===== src/rtl/wb_lfsr_pkg.sv =====
// ============================================================================
//  Module      : wb_lfsr_pkg
//  Description : Shared types and constants for the wb_lfsr sequencer slice.
//  Revision    : 1.0 - initial release
// ============================================================================
`default_nettype none

package wb_lfsr_pkg;

    localparam int WB_ADDR_W = 3;
    localparam int WB_DATA_W = 8;

    localparam logic [WB_ADDR_W-1:0] ADDR_CTRL_DEF    = 3'd0;
    localparam logic [WB_ADDR_W-1:0] ADDR_SEED_LO_DEF = 3'd1;
    localparam logic [WB_ADDR_W-1:0] ADDR_SEED_HI_DEF = 3'd2;
    localparam logic [WB_ADDR_W-1:0] ADDR_TAPS_LO_DEF = 3'd3;
    localparam logic [WB_ADDR_W-1:0] ADDR_TAPS_HI_DEF = 3'd4;
    localparam logic [WB_ADDR_W-1:0] ADDR_OUT_DEF     = 3'd5;

    typedef enum logic [2:0] {
        ST_IDLE  = 3'd0,
        ST_CFG   = 3'd1,
        ST_RD    = 3'd2,
        ST_EMIT  = 3'd3,
        ST_FIN   = 3'd4,
        ST_ABORT = 3'd5
    } state_e;

    // Bits arrive oldest-first, so the first one read lands in the MSB.
    function automatic logic [7:0] shift_in_msb(input logic [7:0] b, input logic din);
        return {b[6:0], din};
    endfunction

endpackage

`default_nettype wire


===== src/rtl/wb_single_master.sv =====
// ============================================================================
//  Module      : wb_single_master
//  Description : Single-transaction pipelined Wishbone master with timeout.
//  Revision    : 1.0 - initial release
// ============================================================================
`default_nettype none

module wb_single_master
    import wb_lfsr_pkg::*;
#(
    parameter int TIMEOUT = 16
) (
    input  logic                 i_clk,
    input  logic                 i_reset,
    input  logic                 i_req,
    input  logic                 i_we,
    input  logic [WB_ADDR_W-1:0] i_addr,
    input  logic [WB_DATA_W-1:0] i_data,
    output logic                 o_done,
    output logic                 o_timeout,
    output logic                 o_rdata,
    output logic                 o_wb_cyc,
    output logic                 o_wb_stb,
    output logic                 o_wb_we,
    output logic [WB_ADDR_W-1:0] o_wb_addr,
    output logic [WB_DATA_W-1:0] o_wb_data,
    input  logic                 i_wb_stall,
    input  logic                 i_wb_data,
    input  logic                 i_wb_ack
);

    localparam int CNT_W = $clog2(TIMEOUT + 1);
    localparam logic [CNT_W-1:0] C_CNT_LAST = CNT_W'(TIMEOUT - 1);

    logic                 cyc_q,  cyc_d;
    logic                 stb_q,  stb_d;
    logic                 we_q,   we_d;
    logic [WB_ADDR_W-1:0] addr_q, addr_d;
    logic [WB_DATA_W-1:0] data_q, data_d;
    logic [CNT_W-1:0]     cnt_q,  cnt_d;

    logic w_ack;
    logic w_expire;

    // Acks outside a cycle are ignored; an ack on the last allowed cycle still wins.
    assign w_ack    = cyc_q & i_wb_ack;
    assign w_expire = cyc_q & ~i_wb_ack & (cnt_q == C_CNT_LAST);

    always_comb begin
        cyc_d  = cyc_q;
        stb_d  = stb_q;
        we_d   = we_q;
        addr_d = addr_q;
        data_d = data_q;
        cnt_d  = cnt_q;
        if (!cyc_q) begin
            if (i_req) begin
                cyc_d  = 1'b1;
                stb_d  = 1'b1;
                we_d   = i_we;
                addr_d = i_addr;
                data_d = i_data;
                cnt_d  = '0;
            end
        end else if (w_ack || w_expire) begin
            cyc_d = 1'b0;
            stb_d = 1'b0;
            cnt_d = '0;
        end else begin
            if (stb_q && !i_wb_stall) begin
                stb_d = 1'b0;
            end
            cnt_d = cnt_q + CNT_W'(1);
        end
    end

    always_ff @(posedge i_clk) begin
        if (i_reset) begin
            cyc_q  <= 1'b0;
            stb_q  <= 1'b0;
            we_q   <= 1'b0;
            addr_q <= '0;
            data_q <= '0;
            cnt_q  <= '0;
        end else begin
            cyc_q  <= cyc_d;
            stb_q  <= stb_d;
            we_q   <= we_d;
            addr_q <= addr_d;
            data_q <= data_d;
            cnt_q  <= cnt_d;
        end
    end

    assign o_done    = w_ack;
    assign o_timeout = w_expire;
    assign o_rdata   = i_wb_data;
    assign o_wb_cyc  = cyc_q;
    assign o_wb_stb  = stb_q;
    assign o_wb_we   = we_q;
    assign o_wb_addr = addr_q;
    assign o_wb_data = data_q;

endmodule

`default_nettype wire


===== src/rtl/wb_lfsr_sequencer.sv =====
// ============================================================================
//  Module      : wb_lfsr_sequencer
//  Description : Configures the wb_lfsr slave, then drains it into a byte stream.
//  Revision    : 1.0 - initial release
// ============================================================================
`default_nettype none

module wb_lfsr_sequencer
    import wb_lfsr_pkg::*;
#(
    parameter logic [WB_ADDR_W-1:0] ADDR_CTRL    = ADDR_CTRL_DEF,
    parameter logic [WB_ADDR_W-1:0] ADDR_SEED_LO = ADDR_SEED_LO_DEF,
    parameter logic [WB_ADDR_W-1:0] ADDR_SEED_HI = ADDR_SEED_HI_DEF,
    parameter logic [WB_ADDR_W-1:0] ADDR_TAPS_LO = ADDR_TAPS_LO_DEF,
    parameter logic [WB_ADDR_W-1:0] ADDR_TAPS_HI = ADDR_TAPS_HI_DEF,
    parameter logic [WB_ADDR_W-1:0] ADDR_OUT     = ADDR_OUT_DEF,
    parameter int                   TIMEOUT      = 16
) (
    input  logic                 i_clk,
    input  logic                 i_reset,
    input  logic                 i_start,
    input  logic [15:0]          i_seed,
    input  logic [15:0]          i_taps,
    input  logic [7:0]           i_nbytes,
    output logic                 o_busy,
    output logic                 o_done,
    output logic                 o_err,
    output logic [7:0]           o_byte,
    output logic                 o_byte_valid,
    input  logic                 i_byte_ready,
    output logic                 o_wb_cyc,
    output logic                 o_wb_stb,
    output logic                 o_wb_we,
    output logic [WB_ADDR_W-1:0] o_wb_addr,
    output logic [WB_DATA_W-1:0] o_wb_data,
    input  logic                 i_wb_stall,
    input  logic                 i_wb_data,
    input  logic                 i_wb_ack
);

    localparam logic [2:0] C_CFG_LAST = 3'd5;

    state_e      state_q,   state_d;
    logic [15:0] seed_q,    seed_d;
    logic [15:0] taps_q,    taps_d;
    logic [7:0]  nbytes_q,  nbytes_d;
    logic [2:0]  cfg_idx_q, cfg_idx_d;
    logic [2:0]  bit_cnt_q, bit_cnt_d;
    logic [7:0]  byte_q,    byte_d;
    logic        wait_q,    wait_d;
    logic        busy_q,    busy_d;
    logic        done_q,    done_d;
    logic        err_q,     err_d;
    logic        valid_q,   valid_d;

    logic                 w_req;
    logic                 w_we;
    logic [WB_ADDR_W-1:0] w_addr;
    logic [WB_DATA_W-1:0] w_data;
    logic [WB_ADDR_W-1:0] w_cfg_addr;
    logic [WB_DATA_W-1:0] w_cfg_data;
    logic                 m_done;
    logic                 m_timeout;
    logic                 m_rdata;

    // Write sequence: disable, seed, taps, then re-enable.
    always_comb begin
        w_cfg_addr = ADDR_CTRL;
        w_cfg_data = 8'h01;
        case (cfg_idx_q)
            3'd0: begin w_cfg_addr = ADDR_CTRL;    w_cfg_data = 8'h00;         end
            3'd1: begin w_cfg_addr = ADDR_SEED_LO; w_cfg_data = seed_q[7:0];   end
            3'd2: begin w_cfg_addr = ADDR_SEED_HI; w_cfg_data = seed_q[15:8];  end
            3'd3: begin w_cfg_addr = ADDR_TAPS_LO; w_cfg_data = taps_q[7:0];   end
            3'd4: begin w_cfg_addr = ADDR_TAPS_HI; w_cfg_data = taps_q[15:8];  end
            default: begin w_cfg_addr = ADDR_CTRL; w_cfg_data = 8'h01;         end
        endcase
    end

    // wait_q clears on the ack edge, so the engine is idle for one cycle before the next request.
    assign w_req  = ((state_q == ST_CFG) || (state_q == ST_RD)) && !wait_q;
    assign w_we   = (state_q == ST_CFG);
    assign w_addr = w_we ? w_cfg_addr : ADDR_OUT;
    assign w_data = w_we ? w_cfg_data : 8'h00;

    always_comb begin
        state_d   = state_q;
        seed_d    = seed_q;
        taps_d    = taps_q;
        nbytes_d  = nbytes_q;
        cfg_idx_d = cfg_idx_q;
        bit_cnt_d = bit_cnt_q;
        byte_d    = byte_q;
        wait_d    = wait_q;
        busy_d    = busy_q;
        valid_d   = valid_q;
        done_d    = 1'b0;
        err_d     = 1'b0;
        case (state_q)
            ST_IDLE, ST_FIN, ST_ABORT: begin
                state_d = ST_IDLE;
                if (i_start) begin
                    state_d   = ST_CFG;
                    seed_d    = i_seed;
                    taps_d    = i_taps;
                    nbytes_d  = i_nbytes;
                    cfg_idx_d = 3'd0;
                    bit_cnt_d = 3'd0;
                    byte_d    = 8'h00;
                    wait_d    = 1'b0;
                    busy_d    = 1'b1;
                end
            end
            ST_CFG: begin
                if (w_req) begin
                    wait_d = 1'b1;
                end
                if (m_timeout) begin
                    state_d = ST_ABORT;
                    err_d   = 1'b1;
                    busy_d  = 1'b0;
                    wait_d  = 1'b0;
                    byte_d  = 8'h00;
                end else if (m_done) begin
                    wait_d = 1'b0;
                    if (cfg_idx_q == C_CFG_LAST) begin
                        cfg_idx_d = 3'd0;
                        if (nbytes_q == 8'd0) begin
                            state_d = ST_FIN;
                            done_d  = 1'b1;
                            busy_d  = 1'b0;
                        end else begin
                            state_d = ST_RD;
                        end
                    end else begin
                        cfg_idx_d = cfg_idx_q + 3'd1;
                    end
                end
            end
            ST_RD: begin
                if (w_req) begin
                    wait_d = 1'b1;
                end
                if (m_timeout) begin
                    state_d   = ST_ABORT;
                    err_d     = 1'b1;
                    busy_d    = 1'b0;
                    wait_d    = 1'b0;
                    byte_d    = 8'h00;
                    bit_cnt_d = 3'd0;
                end else if (m_done) begin
                    wait_d    = 1'b0;
                    byte_d    = shift_in_msb(byte_q, m_rdata);
                    bit_cnt_d = bit_cnt_q + 3'd1;
                    if (bit_cnt_q == 3'd7) begin
                        state_d  = ST_EMIT;
                        valid_d  = 1'b1;
                        nbytes_d = nbytes_q - 8'd1;
                    end
                end
            end
            ST_EMIT: begin
                // No request is raised here, so backpressure also holds the LFSR.
                if (i_byte_ready) begin
                    valid_d = 1'b0;
                    if (nbytes_q != 8'd0) begin
                        state_d = ST_RD;
                    end else begin
                        state_d = ST_FIN;
                        done_d  = 1'b1;
                        busy_d  = 1'b0;
                    end
                end
            end
            default: begin
                state_d = ST_IDLE;
                busy_d  = 1'b0;
                valid_d = 1'b0;
            end
        endcase
    end

    always_ff @(posedge i_clk) begin
        if (i_reset) begin
            state_q   <= ST_IDLE;
            seed_q    <= 16'h0000;
            taps_q    <= 16'h0000;
            nbytes_q  <= 8'h00;
            cfg_idx_q <= 3'd0;
            bit_cnt_q <= 3'd0;
            byte_q    <= 8'h00;
            wait_q    <= 1'b0;
            busy_q    <= 1'b0;
            done_q    <= 1'b0;
            err_q     <= 1'b0;
            valid_q   <= 1'b0;
        end else begin
            state_q   <= state_d;
            seed_q    <= seed_d;
            taps_q    <= taps_d;
            nbytes_q  <= nbytes_d;
            cfg_idx_q <= cfg_idx_d;
            bit_cnt_q <= bit_cnt_d;
            byte_q    <= byte_d;
            wait_q    <= wait_d;
            busy_q    <= busy_d;
            done_q    <= done_d;
            err_q     <= err_d;
            valid_q   <= valid_d;
        end
    end

    wb_single_master #(
        .TIMEOUT (TIMEOUT)
    ) u_master (
        .i_clk      (i_clk),
        .i_reset    (i_reset),
        .i_req      (w_req),
        .i_we       (w_we),
        .i_addr     (w_addr),
        .i_data     (w_data),
        .o_done     (m_done),
        .o_timeout  (m_timeout),
        .o_rdata    (m_rdata),
        .o_wb_cyc   (o_wb_cyc),
        .o_wb_stb   (o_wb_stb),
        .o_wb_we    (o_wb_we),
        .o_wb_addr  (o_wb_addr),
        .o_wb_data  (o_wb_data),
        .i_wb_stall (i_wb_stall),
        .i_wb_data  (i_wb_data),
        .i_wb_ack   (i_wb_ack)
    );

    assign o_busy       = busy_q;
    assign o_done       = done_q;
    assign o_err        = err_q;
    assign o_byte       = byte_q;
    assign o_byte_valid = valid_q;

endmodule

`default_nettype wire


===== config.mk =====
export PLATFORM = sky130hd
export DESIGN_NAME = wb_lfsr_sequencer
export DESIGN_NICKNAME = d
export VERILOG_FILES = /design/src/rtl/wb_lfsr_pkg.sv /design/src/rtl/wb_single_master.sv /design/src/rtl/wb_lfsr_sequencer.sv
export SDC_FILE = /design/constraint.sdc
export NUM_CORES = 1
export LEC_CHECK = 0
export CAP_MARGIN = 30
export CORE_MARGIN = 2
export CORE_UTILIZATION = 45
export CTS_CLUSTER_SIZE = 24
export DETAILED_ROUTE_END_ITERATION = 10
export DONT_BUFFER_PORTS = 1
export PLACE_DENSITY = 0.62
export SYNTH_ARGS = -nofsm -noshare
export SYNTH_HDL_FRONTEND = slang
export SYNTH_HIERARCHICAL = 1
export SYNTH_SLANG_ARGS = --single-unit

===== constraint.sdc =====
create_clock -name i_clk -period 2.5 [get_ports i_clk]
set_clock_uncertainty 0.15 [all_clocks]
set_input_delay 0.25 -clock i_clk [delete_from_list [all_inputs] [get_ports i_clk]]
set_output_delay 0.25 -clock i_clk [all_outputs]
set_load 0.05 [all_outputs]

==> flow_summary_export.csv, run 1 <==
group,metric,value,unit
outcome,status,"finished, final reports clean",
synth,ys_types,52,
route,drc,0,
route,vias,3580,
route,drt-initial-drc-count,229,
die,num_rows,33,
sta,layout_setup_ws,104.1,ps
synth,synthArstFlopShare,0,%
final_layout,fin_nets,589,
sta,hold_viol,0,
synth,postSynthNetCount,543,
die,start_util,46.19,%
power,peakVddDrop,0.0004183,V
route,dr.pass1.iters,4,
synth,synth_edf_count,0,
placed_design,place_hpwl,6309,um
critical_path,cpMaxStageDelayCell,"or4b_4",
critical_path,worstPathArrival,2520,ps
sta,drv_slew,0,
sta,max_freq,417.4,MHz
sta,tns,0,ps
route,final_antenna_net_count,0,
synth,synth.avg_cell_area,7.668,um^2
critical_path,cpPeakStageDelay,480,ps
final_layout,syn_to_final_growth,24.41,%
global_route,grt_max_degree,82,
sta,post-route-min-period,2396,ps
route,routed_via_density,5.542,
critical_path,crit_type,"flip-flop to flip-flop",
clock_network,clkTransAtPathRegs,90,ps
clock_network,clk_latency,360,ps
sta,slew_headroom,56.58,%
critical_path,worstSetupEndpointType,"flip-flop",
synth,synth_area,3757,um^2
synth,synth_common_cells,"nand2_1 (108), dfxtp_1 (81), a21oi_1 (74), nor2_1 (42), clkbuf_1 (29)",
synth,synth.area.top_cells,"dfxtp_1 (43%), nand2_1 (11%), a21oi_1 (9.9%), nor2_1 (4.2%), clkbuf_1 (2.9%)",
sta,setup_viol,0,
synth,syn_inst,490,
critical_path,required,2630,ps
clock_network,root_buffer,"clkbuf_8",
final_layout,insertedDiodeCount,0,
clock_network,cts_sinks,81,
clock_network,cts_made_buffers,9,
global_route,grt_pass1_wl,15350,um
global_route,grt.total_usage,21.70,%
critical_path,crit_path_max_fanout,5,
synth,synth.most_common_cell,"nand2_1",
clock_network,clk_path_buf_depth,2,
global_route,grt_overflow,0,
sta,post-route-period-util,95.83,%
clock_network,cts_tree,"built",
synth,ys_warn_count,6,
final_layout,layout-drive-gt1-share,11.65,%
synth,synth_flop_cell,"dfxtp_1",
global_route,antenna_found_initial,0,
critical_path,path_cells,"inv_1 -> ha_2 -> or4b_4 -> or4_4 -> a31o_1 -> o21ba_1 -> a211oi_2",
final_layout,final_area,4674,um^2
critical_path,start_kind,"flip-flop",
sta,timing.hold.ws,18.12,ps
placed_design,place.gp.congestion,0.8043,
die,die_w,95.38,um
sta,tightest_slew,642.2,ps
route,wl_per_cell,14.93,um
power,leakagePower,0.001680,uW
global_route,grt_pass1_vias,3142,
placed_design,io_buffer_count,0,
sta,rsz0062_at_grt,"no",
placed_design,dp_slack,31.64,ps
route,drt_wl_total,9646,um
synth,synth-seq-cells,81,
power,p_per_area,949.1,nW/um^2
worst_hold_path,hp-class,"input port to flip-flop",
critical_path,reg2reg_slack,100,ps
clock_network,ctsHtreeMaxLevel,3,
placed_design,placed_cell_area,3930,um^2
die,io_pins,73,
die,die_y,95.38,um
synth,yosysSeqAreaShare,43.16,%
flow_run,drv_cap,0,
die,dieArea,9096,um^2
synth,synth_top_area_cell,"dfxtp_1",
die,coreArea,8134,um^2
synth,synth_top_area_share,43.16,%
==> layout by cell type, fill, tap and decap left out, drive strengths merged, types with 2 or more instances in the layout <==
cell type	n
a211oi	4
o21ai	17
clkinv	2
o221ai	8
o31ai	2
nor2	42
a21o	3
clkbuf	10
and2	4
nand3	14
inv	11
clkinvlp	2
or3	2
nand2	108
buf	27
a41oi	2
nor2b	8
nor3	7
nor4b	4
and3b	2
nand2b	6
a221oi	7
dfxtp	81
a21oi	74
a31oi	4
ha	6
a22oi	11
a32oi	4
nor4	3
nor3b	2
dlygate4sd3	44
nand3b	3
==> sequential cells by signal, summed over array words and instances (netlist names), 3 cells and up <==
name                cells
bit_cnt_q               3
cfg_idx_q               3
nbytes_q                8
o_byte                  8
seed_q                 16
state_q                 3
taps_q                 16
u_master/cnt_q          5
u_master/o_wb_addr      3
u_master/o_wb_data      8
==> critical path: cells and delay by family (launching register included) <==
kind | cells | cell delay (ps)
compound gates | 3 | 620
fa+ha+maj | 1 | 200
buf+inv | 1 | 70
flops | 1 | 340
simple gates | 2 | 930
==> report_power, final <==
part           total (uW)  internal (uW)  switching, uW  leakage [uW]
logic                1780            709           1070      0.000931
clock network         915            398            516     0.0000895
registers            1740           1500            243      0.000660
total                4440           2600           1830       0.00168
==> logic make-up after synthesis <==
logic type,synth area share (%)
muxes,0.2664
buffers and inverters,4.695
AOI/OAI and AO/OA,24.04
DFF,43.16
and+or+nand+nor,25.84
adders and majority gates,1.998
==> area by class of cell <==
| class | instances | area (um^2) |
|---|---|---|
| fill | 745 | 3460 |
| multi-input combinational | 364 | 2019 |
| sequential | 81 | 1623 |
| timing repair buffer | 71 | 679.4 |
| clock buffer | 10 | 137.6 |
| tap | 105 | 131.4 |
| clock inverter | 6 | 50.05 |
| inverter | 9 | 33.78 |
==> what timing repair did <==
action,4_1_cts,5_1_grt
buffers inserted,0,6
resized for setup,0,14
hold endpoints to repair,81,0
hold buffers,45,0
endpoints found under the setup margin,0,35
==> routing by layer <==
layer,GRT usage [%],vias to the layer above,share of wire [%]
li1,-,1816,-
met1,30.81,1666,47
met2,32.10,90,46
met3,4.822,8,6.1
met4,8.333,0,1.0
met5,0,-,0
==> path summary, 6_finish.rpt <==
| path | start | to | cells past startpoint |
|---|---|---|---|
| worst max-delay path | nbytes_q[0]$_SDFFE_PP0P_ | o_busy$_SDFFE_PP0P_ | 7 |
| worst min-delay path | i_byte_ready | o_done$_SDFF_PP0_ | 2 |
| worst max register to register | nbytes_q[0]$_SDFFE_PP0P_ | o_busy$_SDFFE_PP0P_ | 7 |
| worst min register to register | taps_q[9]$_SDFFE_PP0P_ | taps_q[9]$_SDFFE_PP0P_ | 2 |
==> stage by stage <==
stage | cells | total power, uW | util (%)
3_3_place_gp | 579 | 3335 | 48.32
3_5_place_dp | 579 | 3364 | 48.32
2_1_floorplan | 490 | 2905 | -
5_1_grt | 646 | 4739 | 57.47
6_report | 646 | 4437 | 57.47
4_1_cts | 640 | 4363 | 56.38
No activity file was read; power rests on OpenSTA's default activity.
==> run 2: changes to the inputs <==
--- a/config.mk
+++ b/config.mk
@@ -5,6 +5,7 @@
 export SDC_FILE = /design/constraint.sdc
 export NUM_CORES = 1
 export LEC_CHECK = 0
+export ABC_CLOCK_PERIOD_IN_PS = 2500
 export CAP_MARGIN = 30
 export CORE_MARGIN = 2
 export CORE_UTILIZATION = 45
@@ -12,6 +13,7 @@
 export DETAILED_ROUTE_END_ITERATION = 10
 export DONT_BUFFER_PORTS = 1
 export PLACE_DENSITY = 0.62
+export SLEW_MARGIN = 40
 export SYNTH_ARGS = -nofsm -noshare
 export SYNTH_HDL_FRONTEND = slang
 export SYNTH_HIERARCHICAL = 1
==> results of run 2 <==
The final DEF is identical to that of run 1; final timing and power are the same.
